File: src/rtl/apb_fsm_controller.sv
// apb_fsm_controller: sequences one decoded AHB transfer at a time through APB SETUP/ACCESS phases
module apb_fsm_controller #(
    parameter int ADDR_W = 32,
    parameter int DATA_W = 32
) (
    input  logic              Hclk,
    input  logic              Hreset,
    input  logic              Valid,
    input  logic [ADDR_W-1:0] Haddr,
    input  logic              Hwrite,
    input  logic [DATA_W-1:0] Hwdata,
    input  logic [DATA_W-1:0] Prdata,
    output logic              Pwrite,
    output logic              Penable,
    output logic [2:0]        Pselx,
    output logic [ADDR_W-1:0] Paddr,
    output logic [DATA_W-1:0] Pwdata,
    output logic              Hreadyout,
    output logic [DATA_W-1:0] Hrdata
);
    typedef enum logic [1:0] {IDLE, WWAIT, SETUP, ENABLE} state_t;

    state_t            state_q, state_d;
    logic [2:0]        sel_d, sel_q, pselx_q;
    logic [ADDR_W-1:0] addr_q;
    logic [DATA_W-1:0] wdata_q;
    logic              write_q, penable_q, hready_q, accept;
    logic [5:0]        region;

    assign region = Haddr[ADDR_W-1 -: 6];

    // Decode the 64 MB slave window, qualify the accept and pick the next state
    always_comb begin
        sel_d   = region == 6'h20 ? 3'b001 :
                  region == 6'h21 ? 3'b010 :
                  region == 6'h22 ? 3'b100 : 3'b000;
        accept  = Valid && hready_q && (sel_d != 3'b000);
        state_d = state_q == WWAIT ? SETUP :
                  state_q == SETUP ? ENABLE :
                  accept ? (Hwrite ? WWAIT : SETUP) : IDLE;
    end

    // State, captured transfer and registered APB/AHB handshake outputs
    always_ff @(posedge Hclk or posedge Hreset) begin
        if (Hreset) begin
            state_q   <= IDLE;
            addr_q    <= '0;
            write_q   <= 1'b0;
            sel_q     <= 3'b000;
            wdata_q   <= '0;
            pselx_q   <= 3'b000;
            penable_q <= 1'b0;
            hready_q  <= 1'b1;
        end else begin
            state_q <= state_d;
            if (accept) begin
                addr_q  <= Haddr;
                write_q <= Hwrite;
                sel_q   <= sel_d;
            end
            if (state_q == WWAIT)
                wdata_q <= Hwdata;
            pselx_q   <= (state_d == SETUP || state_d == ENABLE) ? (accept ? sel_d : sel_q) : 3'b000;
            penable_q <= state_d == ENABLE;
            hready_q  <= state_d == IDLE || state_d == ENABLE;
        end
    end

    assign Pselx     = pselx_q;
    assign Penable   = penable_q;
    assign Hreadyout = hready_q;
    assign Paddr     = addr_q;
    assign Pwrite    = write_q;
    assign Pwdata    = wdata_q;
    assign Hrdata    = (penable_q && !write_q) ? Prdata : '0;
endmodule

File: config.mk
export PLATFORM = sky130hd
export DESIGN_NAME = apb_fsm_controller
export DESIGN_NICKNAME = d
export VERILOG_FILES = /design/src/rtl/apb_fsm_controller.sv
export SDC_FILE = /design/constraint.sdc
export NUM_CORES = 1
export LEC_CHECK = 0
export ABC_AREA = 0
export BUFFER_PORTS_ARGS = -buffer_cell sky130_fd_sc_hd__buf_2
export CAP_MARGIN = 20
export CORE_MARGIN = 1
export CORE_UTILIZATION = 38
export DETAILED_ROUTE_END_ITERATION = 8
export PLACE_DENSITY_LB_ADDON = 0.2
export SYNTH_ARGS = -nofsm -noshare
export SYNTH_HDL_FRONTEND = slang
export SYNTH_SLANG_ARGS = --single-unit
File: constraint.sdc
create_clock -name Hclk -period 2.2 [get_ports Hclk]
set_input_delay 0.44 -clock Hclk [delete_from_list [all_inputs] [get_ports Hclk]]
set_output_delay 0.44 -clock Hclk [all_outputs]
set_load 0.01 [all_outputs]
==> impl_results.md <==
- Die H: 92.3 um
- Uppermost layer routed: met4
- Clock power frac: 21.2%
- Worst hold margin: 0.159 ns
- WP data arrival: 2.10 ns
- Final Skew: 0.0103 ns
- Die area: 0.00852 mm2
- Least-Margin Pin Slew: 0.594 ns
- Mapped Cells: 281
- Worst setup EP type: flip-flop
- Ratio of cells with drive above 1 in the final layout: 53.5%
- Finished Layout Cells: 595
- Number of global-route vias before repair: 2,448
- Vias/cell: 4.46
- Internal power: 3.63 mW
- Sw Pwr: 1.95 mW
- Critical path type: in2reg
- CTS buffer count: 9
- Fin. max-slew vios: 0
- Final core area utilization: 57.4%
- Routability cong.: 0.727
- Tcrit/Tclk final: 85.5%
- First-pass GRT wire length: 11.9 mm
- Status: finished clean
- IO Port Bufs: 201
- Seq/Total Area, Yosys: 60.6%
- Routed len/inst: 13.1 um
- CTS H-Tree Depth: 3
- GRT overflow: 0
- Mapped Nets: 382
- Yosys top cell area share: 59.7%
- Yosys top cell by area: dfrtp_1
- Synth top area cells: dfrtp_1 (60%), nand2_1 (12%), and2_1 (7.3%)
- Placed insts: 579
- Nets: 589
- Sequential share of power: 39.5%
- Mapped cell area: 0.00310 mm2
- Register bit total from synthesis: 75
- Leak: 2.66 nW
- Die outline width: 92.3 um
- First-pass iteration count of the detailed router: 3
- Critical Path Start Type: input pin
- Post-synthesis to final-layout area growth: 44.6%
- Syn avg cell area: 11.0 um2
- Clk sinks: 75
- Synth cell types: 25
- CTS tree: built
- Final-report setup violation count: 0
- Clk buf depth: 2
- Global Route Usage Sum: 18.3%
- Met2 wire length: 4.10 mm
- DR WL met3: 524 um
- Initial antenna violation count: 0
- Fin. Hold Viols: 0
- Crit-path max FO: 5
- DR iter-0 viols: 80
- Core area: 0.00781 mm2
- Hold Crit Class: in2async
- M1 wire length: 3.00 mm
- Io pins: 202
- HPWL after detailed placement: 5.90 mm
- Post-CTS Setup Bufs: 0
- Final wirelength: 7.78 mm
- Largest net degree at the start of global routing: 39
- Post-layout min period: 1.88 ns
- FP Rows: 32
- Max cap viols: 0
- Vias: 2,653
- Sw Ratio: 35.0%
- Maximum VDD drop: 563 uV
- Post-CTS sizing: 0
- Slew margin rel.: 60.3%
- Antenna cells: 0
- Initial core utilization: 39.7%
- WP data required: 2.42 ns
- CTS Root Cell: clkbuf_8
- Hold Buf Count CTS: 0
- Comb power frac: 39.3%
- Number of remaining DRC errors: 0
- Pwr dens: 1240 mW/mm2
- Worst-path clk slew: 0.08 ns
- RSZ-0062 raised after global routing: false
- Routed Antenna Nets: 0
- Synth warnings: 0
- Max frequency: 532 MHz
- Skew-Pair Late Insertion Delay: 0.34 ns
[power by group through the flow]
stage                     sequential [mW]  clock, mW  combinational [mW]
final                                2.21       1.18                2.19
after global routing                 2.27       1.27                2.42
after CTS                            2.21       1.22                2.24
after detailed placement             2.22          0                2.24
after global placement               2.21          0                2.19
after floorplan                      2.47          0               0.990
[worst max-delay path, cell delays in order]
cell     delay [ns]
buf_2          0.09
or4b_4         0.53
or3_4          0.37
o31a_1         0.26
ha_2           0.20
o21ai_1        0.13
mux2i_1        0.08
[per-layer routing]
layer	vias to the layer above	global-route usage, %
li1	1301	-
met1	1231	20.2
met2	109	33.5
met3	12	4.11
met4	0	8.07
met5	-	0
[cell type report]
type | count | area [um2]
flip-flops and latches | 75 | 1880
clock buffers | 11 | 151
repair buffers | 211 | 1090
fillers | 740 | 3330
multi-input cells | 187 | 1140
well taps | 102 | 128
clock inverters | 5 | 75.1
inverters | 4 | 18.8
[cell families after synthesis]
family,count (synthesis),synth area share [%]
simple gates,146,21.9
fa+ha+maj,1,0.404
mux,29,11.7
buf+inv,19,2.87
flops,75,60.6
compound gates,11,2.54
[registers in the layout, indices dropped and copies added (netlist names)]
| register | flops |
|---|---|
| Paddr | 32 |
| Pwdata | 32 |
| Pselx | 3 |
| sel_q | 3 |
| state_q | 2 |
| Hreadyout | 1 |
| Penable | 1 |
| Pwrite | 1 |
[stage by stage]
step	area [um2]	TNS, ns	setup WS, ns	total power [mW]
5_1_grt	4480	0	0.200	5.95
3_5_place_dp	4260	-0.322	-0.0353	4.46
2_1_floorplan	3110	-0.344	-0.124	3.46
4_1_cts	4480	0	0.322	5.66
3_3_place_gp	4260	-0.00824	-0.00305	4.40
6_report	4480	0	0.319	5.58
[worst paths after layout]
| path | startpoint | endpoint | slack, ns | cells past startpoint |
|---|---|---|---|---|
| min reg2reg | Pwdata[31]$_DFFE_PP0P_ | Pwdata[31]$_DFFE_PP0P_ | 0.47 | 2 |
| min in group Hclk | Hwdata[15] | Pwdata[15]$_DFFE_PP0P_ | 0.28 | 3 |
| max reg2reg | Hreadyout$_DFF_PP1_ | Pselx[0]$_DFF_PP0_ | 0.34 | 6 |
| min | Hreset | Paddr[4]$_DFFE_PP0N_ | 0.16 | 2 |
| max in group asynchronous | Hreset | Hreadyout$_DFF_PP1_ | 1.39 | 3 |
| max | Haddr[29] | Pselx[0]$_DFF_PP0_ | 0.32 | 7 |
[synthesized netlist by cell type (all sizes together)]
cell type,instances
or3,1
nand2,99
o211ai,1
dfrtp,74
nor2,2
and2,36
inv,4
ha,1
mux2i,1
a21bo,2
nand2b,3
o31ai,3
or4,1
mux2,28
clkbuf,11
o21ai,2
nor2b,2
dfstp,1
a21oi,2
buf,4
or4b,2
o31a,1
[cells in the final DEF, fill, tap and decap left out, types with 2 or more instances in the layout]
| master | instances |
|---|---|
| mux2_4 | 10 |
| buf_4 | 9 |
| mux2_2 | 18 |
| o21ai_1 | 2 |
| dfrtp_1 | 74 |
| clkbuf_8 | 11 |
| nand2b_1 | 3 |
| bufinv_16 | 2 |
| and2_1 | 36 |
| inv_1 | 3 |
| nand2_1 | 99 |
| clkinv_2 | 3 |
| a21oi_1 | 2 |
| nor2_1 | 2 |
| o31ai_1 | 3 |
| a21bo_2 | 2 |
| buf_2 | 201 |
Note: power is estimated with default switching activity, not from simulation.
